$ cat src/rtl/mini_src_pkg.sv
// Shared opcode, ALU-operation and sequencer-state definitions for the Mini SRC control path.
// Latency: none (constants and types only).
// Backpressure: not applicable.
package mini_src_pkg;

    // Instruction opcodes, IR[31:27]
    localparam logic [4:0] OPC_LD   = 5'b00000;
    localparam logic [4:0] OPC_LDI  = 5'b00001;
    localparam logic [4:0] OPC_ST   = 5'b00010;
    localparam logic [4:0] OPC_ADD  = 5'b00011;
    localparam logic [4:0] OPC_SUB  = 5'b00100;
    localparam logic [4:0] OPC_AND  = 5'b00101;
    localparam logic [4:0] OPC_OR   = 5'b00110;
    localparam logic [4:0] OPC_ROR  = 5'b00111;
    localparam logic [4:0] OPC_ROL  = 5'b01000;
    localparam logic [4:0] OPC_SHR  = 5'b01001;
    localparam logic [4:0] OPC_SHRA = 5'b01010;
    localparam logic [4:0] OPC_SHL  = 5'b01011;
    localparam logic [4:0] OPC_ADDI = 5'b01100;
    localparam logic [4:0] OPC_ANDI = 5'b01101;
    localparam logic [4:0] OPC_ORI  = 5'b01110;
    localparam logic [4:0] OPC_NOP  = 5'b11010;
    localparam logic [4:0] OPC_HALT = 5'b11011;

    // ALU operation selects; register ALU ops use their opcode directly
    localparam logic [4:0] OP_NONE = 5'b00000;
    localparam logic [4:0] OP_ADD  = 5'b00011;
    localparam logic [4:0] OP_SUB  = 5'b00100;
    localparam logic [4:0] OP_AND  = 5'b00101;
    localparam logic [4:0] OP_OR   = 5'b00110;
    localparam logic [4:0] OP_ROR  = 5'b00111;
    localparam logic [4:0] OP_ROL  = 5'b01000;
    localparam logic [4:0] OP_SHR  = 5'b01001;
    localparam logic [4:0] OP_SHRA = 5'b01010;
    localparam logic [4:0] OP_SHL  = 5'b01011;

    // Sequencer states; the encoding is visible on state_view
    typedef enum logic [3:0] {
        ST_RESET = 4'd0,
        ST_T0    = 4'd1,
        ST_T1    = 4'd2,
        ST_T2    = 4'd3,
        ST_T3    = 4'd4,
        ST_T4    = 4'd5,
        ST_T5    = 4'd6,
        ST_T6    = 4'd7,
        ST_T7    = 4'd8,
        ST_HALT  = 4'd9
    } state_t;

    // One-hot instruction class produced by the opcode decoder
    typedef struct packed {
        logic alu_r;
        logic alu_i;
        logic ldi;
        logic ld;
        logic st;
        logic nop;
        logic halt;
        logic bad;
    } iclass_t;

    // True for the classes whose T3/T4 compute "Rb + C" (or Rb op C) into Z
    function automatic logic uses_imm(input iclass_t c);
        return c.alu_i | c.ldi | c.ld | c.st;
    endfunction

endpackage

$ cat src/rtl/control_decode.sv
// Opcode to instruction-class decode plus the ALU operation used in T4.
// Latency: purely combinational.
// Backpressure: none; output follows the opcode input.
import mini_src_pkg::*;

module control_decode (
    input  logic [4:0] opcode,
    output iclass_t    iclass,
    output logic [4:0] alu_op
);

    // Classify the opcode and pick the ALU operation for the T4 step
    always_comb begin
        iclass = '0;
        alu_op = OP_NONE;
        case (opcode)
            OPC_ADD, OPC_SUB, OPC_AND, OPC_OR, OPC_ROR,
            OPC_ROL, OPC_SHR, OPC_SHRA, OPC_SHL: begin
                iclass.alu_r = 1'b1;
                alu_op       = opcode;
            end
            OPC_ADDI: begin
                iclass.alu_i = 1'b1;
                alu_op       = OP_ADD;
            end
            OPC_ANDI: begin
                iclass.alu_i = 1'b1;
                alu_op       = OP_AND;
            end
            OPC_ORI: begin
                iclass.alu_i = 1'b1;
                alu_op       = OP_OR;
            end
            // Address / immediate computation is always Rb + C
            OPC_LDI: begin
                iclass.ldi = 1'b1;
                alu_op     = OP_ADD;
            end
            OPC_LD: begin
                iclass.ld = 1'b1;
                alu_op    = OP_ADD;
            end
            OPC_ST: begin
                iclass.st = 1'b1;
                alu_op    = OP_ADD;
            end
            OPC_NOP:  iclass.nop  = 1'b1;
            OPC_HALT: iclass.halt = 1'b1;
            default:  iclass.bad  = 1'b1;
        endcase
    end

endmodule

$ cat src/rtl/control_unit.sv
// Hard-wired Mini SRC sequencer: fetch T0-T2, decode at T3, per-step datapath strobes.
// Latency: one state per clk; first T0 one cycle after run is seen in RESET.
// Backpressure: none; run only gates leaving RESET, clr always wins.
import mini_src_pkg::*;

module control_unit (
    input  logic        clk,
    input  logic        clr,
    input  logic        run,
    input  logic [31:0] IR,
    output logic        PC_out,
    output logic        MDR_out,
    output logic        Zlo_out,
    output logic        R_out,
    output logic        C_out,
    output logic        BAout,
    output logic        MAR_rd,
    output logic        MDR_rd,
    output logic        IR_rd,
    output logic        PC_rd,
    output logic        Y_rd,
    output logic        Zlo_rd,
    output logic        Rin,
    output logic        Gra,
    output logic        Grb,
    output logic        Grc,
    output logic        IncPC,
    output logic        Read,
    output logic        Write,
    output logic [4:0]  op_sel,
    output logic        halted,
    output logic        illegal,
    output logic [3:0]  state_view
);

    state_t     state_q;
    state_t     state_d;
    iclass_t    iclass;
    logic [4:0] alu_op;
    logic       halt_bad_q;

    // Only the opcode field matters to the sequencer; register fields go to the datapath
    logic ir_unused;
    assign ir_unused = ^IR[26:0];

    control_decode u_decode (
        .opcode (IR[31:27]),
        .iclass (iclass),
        .alu_op (alu_op)
    );

    // State register; clr returns to RESET from anywhere, including HALT
    always_ff @(posedge clk) begin
        if (clr) begin
            state_q <= ST_RESET;
        end else begin
            state_q <= state_d;
        end
    end

    // Remember whether HALT was entered through an unsupported opcode
    always_ff @(posedge clk) begin
        if (clr) begin
            halt_bad_q <= 1'b0;
        end else if (state_q == ST_T3) begin
            halt_bad_q <= iclass.bad;
        end
    end

    // Next-state sequencing; instruction length depends on class decoded at T3/T5
    always_comb begin
        state_d = state_q;
        case (state_q)
            ST_RESET: if (run) state_d = ST_T0;
            ST_T0:    state_d = ST_T1;
            ST_T1:    state_d = ST_T2;
            ST_T2:    state_d = ST_T3;
            ST_T3: begin
                if (iclass.halt || iclass.bad) begin
                    state_d = ST_HALT;
                end else if (iclass.nop) begin
                    state_d = ST_T0;
                end else begin
                    state_d = ST_T4;
                end
            end
            ST_T4:    state_d = ST_T5;
            ST_T5:    state_d = (iclass.ld || iclass.st) ? ST_T6 : ST_T0;
            ST_T6:    state_d = ST_T7;
            ST_T7:    state_d = ST_T0;
            ST_HALT:  state_d = ST_HALT;
            default:  state_d = ST_RESET;
        endcase
    end

    // Per-state control strobe decode; everything not named for a step stays 0
    always_comb begin
        PC_out  = 1'b0;
        MDR_out = 1'b0;
        Zlo_out = 1'b0;
        R_out   = 1'b0;
        C_out   = 1'b0;
        BAout   = 1'b0;
        MAR_rd  = 1'b0;
        MDR_rd  = 1'b0;
        IR_rd   = 1'b0;
        PC_rd   = 1'b0;
        Y_rd    = 1'b0;
        Zlo_rd  = 1'b0;
        Rin     = 1'b0;
        Gra     = 1'b0;
        Grb     = 1'b0;
        Grc     = 1'b0;
        IncPC   = 1'b0;
        Read    = 1'b0;
        Write   = 1'b0;
        op_sel  = OP_NONE;
        halted  = 1'b0;
        illegal = 1'b0;
        case (state_q)
            // PC -> MAR and PC+1 -> Z; IncPC makes the ALU increment, so op_sel stays 0
            ST_T0: begin
                PC_out = 1'b1;
                MAR_rd = 1'b1;
                IncPC  = 1'b1;
                Zlo_rd = 1'b1;
            end
            ST_T1: begin
                Zlo_out = 1'b1;
                PC_rd   = 1'b1;
                Read    = 1'b1;
                MDR_rd  = 1'b1;
            end
            ST_T2: begin
                MDR_out = 1'b1;
                IR_rd   = 1'b1;
            end
            // Rb (or 0 for R0 via BAout) -> Y
            ST_T3: begin
                if (iclass.alu_r) begin
                    Grb   = 1'b1;
                    R_out = 1'b1;
                    Y_rd  = 1'b1;
                end else if (uses_imm(iclass)) begin
                    Grb   = 1'b1;
                    BAout = 1'b1;
                    R_out = 1'b1;
                    Y_rd  = 1'b1;
                end
            end
            // Y op (Rc or C) -> Z
            ST_T4: begin
                if (iclass.alu_r) begin
                    Grc    = 1'b1;
                    R_out  = 1'b1;
                    Zlo_rd = 1'b1;
                    op_sel = alu_op;
                end else if (uses_imm(iclass)) begin
                    C_out  = 1'b1;
                    Zlo_rd = 1'b1;
                    op_sel = alu_op;
                end
            end
            // Result to Ra, or effective address to MAR for memory ops
            ST_T5: begin
                if (iclass.ld || iclass.st) begin
                    Zlo_out = 1'b1;
                    MAR_rd  = 1'b1;
                end else if (iclass.alu_r || iclass.alu_i || iclass.ldi) begin
                    Zlo_out = 1'b1;
                    Gra     = 1'b1;
                    Rin     = 1'b1;
                end
            end
            // Load reads memory into MDR; store puts Ra on the bus into MDR
            ST_T6: begin
                if (iclass.ld) begin
                    Read   = 1'b1;
                    MDR_rd = 1'b1;
                end else if (iclass.st) begin
                    Gra    = 1'b1;
                    R_out  = 1'b1;
                    MDR_rd = 1'b1;
                end
            end
            ST_T7: begin
                if (iclass.ld) begin
                    MDR_out = 1'b1;
                    Gra     = 1'b1;
                    Rin     = 1'b1;
                end else if (iclass.st) begin
                    Write = 1'b1;
                end
            end
            ST_HALT: begin
                halted  = 1'b1;
                illegal = halt_bad_q;
            end
            default: begin
            end
        endcase
    end

    assign state_view = state_q;

endmodule
$ cat config.mk
export PLATFORM = sky130hd
export DESIGN_NAME = control_unit
export DESIGN_NICKNAME = d
export VERILOG_FILES = /design/src/rtl/mini_src_pkg.sv /design/src/rtl/control_decode.sv /design/src/rtl/control_unit.sv
export SDC_FILE = /design/constraint.sdc
export NUM_CORES = 1
export LEC_CHECK = 0
export CAP_MARGIN = 20
export CORE_UTILIZATION = 30
export CTS_CLUSTER_SIZE = 8
export DETAILED_ROUTE_END_ITERATION = 8
export MAX_ROUTING_LAYER = met4
export PLACE_DENSITY = 0.74
export SLEW_MARGIN = 20
export SYNTH_ARGS = -nofsm -noshare
export SYNTH_HDL_FRONTEND = slang
export SYNTH_HIERARCHICAL = 1
export SYNTH_SLANG_ARGS = --single-unit
$ cat constraint.sdc
create_clock -name clk -period 3.3 [get_ports clk]
set_input_delay 0.495 -clock clk [delete_from_list [all_inputs] [get_ports clk]]
set_output_delay 0.495 -clock clk [all_outputs]
set_load 0.005 [all_outputs]
==> run metrics, run 1 <==
R2R setup slack approximately 1.9 ns; TritonCTS Buffers 3; setup_tns 0 ns; f_max 319.7 MHz; average wire per standard cell 12.45 um; WP data arrival between 2 and 3 ns; crit path from IR[29]; RSZ-0062 raised after global routing no; cts repair resizes 0; Clock Power Share 28.4%; top_reg_cell synth dfxtp_1; Die Span Y between 50 and 60 um; DRT iter0 DRCs 34; DRT Pass-1 Iters 4; CTS tree done; Async SR Flop Fraction 0%; Tmin final roughly 3.1 ns; Reg-to-Reg Start state_view[0]; WP buf/inv 2; largest stage delay on the critical path 0.53 ns; # hold bufs at CTS 0; share of total power in combinational logic a little over two fifths; CP max-delay cell clkdlybuf4s50_1; Worst Path Required ~2.8 ns; Routed Wire Length 2353 um; worst-margin pin slew roughly 0.6 ns; sequential element share of the synthesized area a little under an eighth; Worst path top cell family by delay simple AND/OR/NAND/NOR gates; Layout Nets roughly 200; final period utilization between 90% and 100%; Place WS around 0.038 ns; max cap viols 0; clk sinks 5; total number of vias around 1000; Hold WS approximately 0.46 ns; sw frac between 30% and 40%; Unique masters post-synth 40; Total Routing Usage GR between 10% and 20%; P_leak about 0.48 nW; Slew Limit Fails 0; Setup Fix Bufs, Post-CTS 0; largest net degree at the start of global routing 19; global-route wire length before repair approximately 3800 um; # IOs between 60 and 70; worst clock skew approximately 0.0038 ns; cell count after synthesis about 130; syn avg cell area about 6.7 sq um; Clock Tree Buf Depth 2; vias in the first global route about 870; outcome finished, final reports clean; Flop pwr share between 20 and 30%; final setup fails 0; ant diodes 0; PwrDens a little over 200 nW/um^2; Clk pin slew, worst setup/hold paths roughly 0.05 ns; fill cell count around 260; FP Rows 18; DIE AREA about 3000 sq um; CP Cell Sequence clkdlybuf4s50_1 > nor2_1 > nand2_1 > nor2_2 > nor2_2 > and2_4 > nor2_4 > and2_1 > clkdlybuf4s50_1; total grt overflow 0; P&R area growth vs syn 47.01%; Crit. End Element output port; Port Buffers 36; Core Footprint roughly 2500 sq um; initial antenna violation count 0; H-tree levels 1; DRT antenna net count 0; Seq. cell area 100.1 sq um; Synth Register Bits 5; dpl hpwl 1869 um; max_slew headroom between 60 and 70%; Mapped Area ~840 sq um; Sw Pwr ~0.000085 W; internal power around 0.00017 W; yosys synthesis warning count 6; syn_nets 160; Worst R2R Path Depth 4; share of layout cells above drive strength 1 15.09%; multi-input logic area between 600 and 700 sq um; EDFF count, synth 0; crit path to op_sel[3]; CP Max Fanout 6; Skew-Pair Late Insertion Delay about 0.24 ns; maximum VDD drop ~0.16 mV; Clock Tree Root clkbuf_4; Setup crit start kind primary input; GPL Wtd Cong a little over 0.9; Setup CP Type primary input to output port; Via density about 5.3; Reg-to-Reg End state_view[1]; Residual DRC 0; hold crit path type register to register; worst setup margin ~0.17 ns; initial core utilization 32.84%; die width 54.78 um; Critical Path Stages 9; endpoints failing hold 0
==> cells in the mapped netlist (2+ instances only) <==
library cell  count  area (sq um)
nor2_1           16         60.06
a21oi_1          11         55.05
nand2_1          11         41.29
a211oi_1          7         52.55
and2_1            6         37.54
buf_4             6         45.04
nor3_1            6         30.03
and3_1            5         31.28
dfxtp_1           5         100.1
nand2b_1          5         31.28
or2_1             4         25.02
buf_2             3         15.01
buf_6             3         33.78
inv_1             3         11.26
nand3_1           3         15.01
nor2_2            3         18.77
a22oi_1           2         15.01
nor2b_1           2         12.51
nor3_2            2         20.02
o21ai_0           2         10.01
==> logic make-up (layout without fill, tap and decap cells) <==
group / Yosys count / in the layout / share of synthesized area, %
simple gates: 71 / 71 / 46.41
compound gates: 29 / 29 / 23.05
mux: 2 / 2 / 2.545
flops: 5 / 5 / 11.98
buf+inv: 15 / 49 / 12.57
other cells: 1 / 1 / 0.4487
xor+xnor: 2 / 2 / 2.995
==> power by group through the flow <==
| stage | Sequential (W) | Clock, W | Combinational (W) |
|---|---|---|---|
| after floorplan | 0.0000686 | 0 | 0.0000704 |
| after global placement | 0.0000754 | 0 | 0.000102 |
| after detailed placement | 0.0000756 | 0 | 0.000104 |
| after CTS | 0.0000745 | 0.0000747 | 0.000104 |
| after global routing | 0.0000761 | 0.0000770 | 0.000116 |
| final | 0.0000749 | 0.0000719 | 0.000106 |
==> sequential cells by signal (all words and copies together), names as in the netlist <==
| name | count |
|---|---|
| halt_bad_q | 1 |
| state_view | 4 |
==> worst min-delay path by stage <==
stage,from,end,slack (ns),depth (start not counted)
floorplan,halt_bad_q,halt_bad_q,0.43,2
global placement,halt_bad_q,halt_bad_q,0.45,2
detailed placement,halt_bad_q,halt_bad_q,0.45,2
CTS,halt_bad_q,halt_bad_q,0.46,2
global route,halt_bad_q,halt_bad_q,0.49,2
finish,halt_bad_q,halt_bad_q,0.46,2
==> cell type report <==
cell class	count	area share, %
repair buffers	42	33.40
inverters	3	0.9165
well taps	30	3.055
flip-flops and latches	5	8.147
clock buffers	4	2.138
multi-input cells	105	52.34
==> per-layer routing <==
layer	vias up	track usage [%]	share of wire (%)
li1	499	-	-
met1	471	22.75	46
met2	21	28.51	49
met3	6	1.667	3.4
met4	0	7.265	1.8
met5	-	-	0
==> worst min-delay path: stages (launching register included) <==
cell	delay, ns
dfxtp_1	0.30
nand2_1	0.05
a21oi_1	0.05
==> per-stage QoR <==
step	std cells	total power (W)	utilization [%]	cell area, sq um
finish	189	0.0002526	48.28	1229
global route	189	0.0002693	48.28	1229
CTS	189	0.0002533	47.59	1211
detailed placement	185	0.0001794	46.56	1185
global placement	185	0.0001771	46.56	1185
floorplan	125	0.0001391	-	835.8
==> placed cells by master, fill, tap and decap left out, drive strengths merged, types with 2 or more instances in the layout <==
cell type      instances
dfxtp                  5
a22oi                  2
nor2b                  2
and3                   5
nand2                 12
inv                    3
clkdlybuf4s50         34
nand3                  3
xnor2                  2
nand2b                 5
buf                    6
clkbuf                 4
and2b                  2
a21oi                 12
a211oi                 7
or2                    4
nor3                   8
dlymetal6s2s           2
o21ai                  3
and2                   7
nor2                  20
Note: power is estimated with default switching activity, not from simulation.
==> run 2: changes to the inputs <==
--- a/config.mk
+++ b/config.mk
@@ -6,9 +6,11 @@
 export NUM_CORES = 1
 export LEC_CHECK = 0
 export CAP_MARGIN = 20
+export CORE_ASPECT_RATIO = 1.75
 export CORE_UTILIZATION = 30
 export CTS_CLUSTER_SIZE = 8
 export DETAILED_ROUTE_END_ITERATION = 8
+export GPL_TIMING_DRIVEN = 0
 export MAX_ROUTING_LAYER = met4
 export PLACE_DENSITY = 0.74
 export SLEW_MARGIN = 20
==> run 2 against run 1 <==
  * Fmax rose by 1.2%
  * Worst hold slack improved by 0.0084 ns
  * Non-clock buffer count rose by 4
  * Cell area rose by 3.1%
  * Register-to-register slack improved by 0.17 ns
  * Combinational power rose by 8%
  * Via count rose by 0.50%
  * Clock skew fell by 0.0018 ns
  * Largest cell class unchanged
  * Largest power group unchanged
==> run metrics, run 2 (same netlist as run 1, synthesis figures left out) <==
Clock Tree Root clkbuf_8; Clock Tree Buf Depth 2; worst setup margin 0.2100 ns; CTS tree done; # IOs 65; clk sinks 5; largest net degree at the start of global routing 11; Total Routing Usage GR about 16%; share of layout cells above drive strength 1 19.63%; hold path endpoint halt_bad_q; Worst R2R Path Depth 3; Worst path top cell family by delay buffers and inverters; worst clock skew ~0.002 ns; Core Footprint 2659 sq um; Setup crit start kind primary input; Post-Place Cell Area approximately 1200 sq um; Crit. End Element output port; Place WS -0.09084 ns; total number of vias between 1000 and 1500; Port Buffers 33; WP data arrival 2.59 ns; Skew-Pair Late Insertion Delay 0.22 ns; TritonCTS Buffers 3; dpl hpwl slightly below 2000 um; vias in the first global route just over 900; outcome finished, final reports clean; GPL Wtd Cong around 0.83; final setup fails 0; P_leak between 0.4 and 0.5 nW; hold_sp halt_bad_q; largest stage delay on the critical path ~0.44 ns; Worst Path Required 2.80 ns; Layout Nets ~200; Clk pin slew, worst setup/hold paths 0.04 ns; FP Rows 25; Residual DRC 0; max FFs per register 4; Reg-to-Reg Start state_view[2]; Final Core Density approximately 48%; PwrDens between 200 and 250 nW/um^2; DRT Pass-1 Iters 4; final period utilization between 90% and 100%; hold crit path type register to register; DRT iter0 DRCs 20; Reg-to-Reg End state_view[1]; average wire per standard cell approximately 13 um; CP Cell Sequence clkdlybuf4s50_1 > buf_4 > a211oi_1 > a211oi_2 > nor3_2 > and2_4 > nor2_4 > or2_1 > clkdlybuf4s50_1; H-tree levels 1; die width ~42 um; most used cell, CP clkdlybuf4s50_1; maximum VDD drop approximately 0.16 mV; Hold WS ~0.46 ns; DIE AREA ~3000 sq um; commonest cells after routing, fill and taps aside clkdlybuf4s50_1 (33), nor2_1 (15), nand2_1 (11), a21oi_1 (11), buf_4 (7); endpoints failing hold 0; P&R area growth vs syn 51.50%; Setup CP Type primary input to output port; Routed Wire Length roughly 2400 um; CP Max Fanout 10; DRT antenna net count 0; Die Span Y a little over 70 um; ant diodes 0; Finished Cell Area between 1000 and 1500 sq um; global-route wire length before repair about 3900 um; max cap viols 0; Tot Pwr ~0.00030 W; f_max between 300 and 400 MHz; RSZ-0062 raised after global routing no; Via density 5.274; commonest non-fill, non-tap cell in the layout clkdlybuf4s50_1; worst hold path depth 2; R2R setup slack just over 2 ns; WP buf/inv 3; Tmin final approximately 3 ns; CP max-delay cell clkdlybuf4s50_1; total grt overflow 0; initial antenna violation count 0; initial core utilization a little under a third; Slew Limit Fails 0; # hold bufs at CTS 0
==> run 2: cell types whose count changed in the layout (fill, tap and decap cells not counted), sizes merged <==
cell	change
clkbuf	-1
dlymetal6s2s	-2
clkdlybuf4s50	-1
clkinv	+1
buf	+7
==> run 2: tightest hold or removal path, delay by kind of cell, from the launching register on <==
family | cells | cell delay (ns)
DFF | 1 | 0.30
and+or+nand+nor | 1 | 0.06
AOI/OAI and AO/OA | 1 | 0.06
==> run 2: how the worst max path moves through the flow <==
| stage | startpoint | end | slack (ns) | depth (start not counted) |
|---|---|---|---|---|
| floorplan | IR[27] | Y_rd | 1.12 | 7 |
| global placement | IR[27] | Zlo_out | -0.07 | 8 |
| detailed placement | IR[27] | Zlo_out | -0.09 | 8 |
| CTS | IR[27] | Zlo_out | 0.1 | 8 |
| finish | IR[27] | Zlo_rd | 0.21 | 9 |
| global route | IR[27] | Zlo_rd | 0.04 | 9 |
==> run 2: report_power, final <==
group | internal [W] | total (W) | leakage, nW | switching [W]
logic | 0.0000613 | 0.000115 | 0.433 | 0.0000541
clock network | 0.0000813 | 0.000115 | 0.0255 | 0.0000333
registers | 0.0000635 | 0.0000688 | 0.0407 | 0.00000540
total | 0.000206 | 0.000299 | 0.499 | 0.0000929
==> run 2: routing by layer <==
layer	GRT usage [%]	vias to the layer above	share of wire [%]
li1	-	509	-
met1	16.26	453	37
met2	32.47	33	57
met3	0.7557	7	3.4
met4	6.452	0	2.7
met5	-	-	0
==> run 2: layout make-up <==
class                   count  area [sq um]
fillers                   267          1393
multi-input cells         105         643.1
repair buffers             34         337.8
flip-flops and latches      5         100.1
plain buffers              12         93.84
clock buffers               3         41.29
well taps                  27         33.78
inverters                   3         11.26
clock inverters             1         5.005
==> run 2: stage by stage <==
step	instances	TNS [ns]
floorplan	125	0
global placement	185	-0.09013
detailed placement	185	-0.3105
CTS	189	0
global route	190	0
finish	190	0
==> run 2: what timing repair did <==
item	in CTS	in global routing
setup endpoints to repair	8	3
setup buffers	0	1
pin swaps	0	1
gates resized for setup	1	2
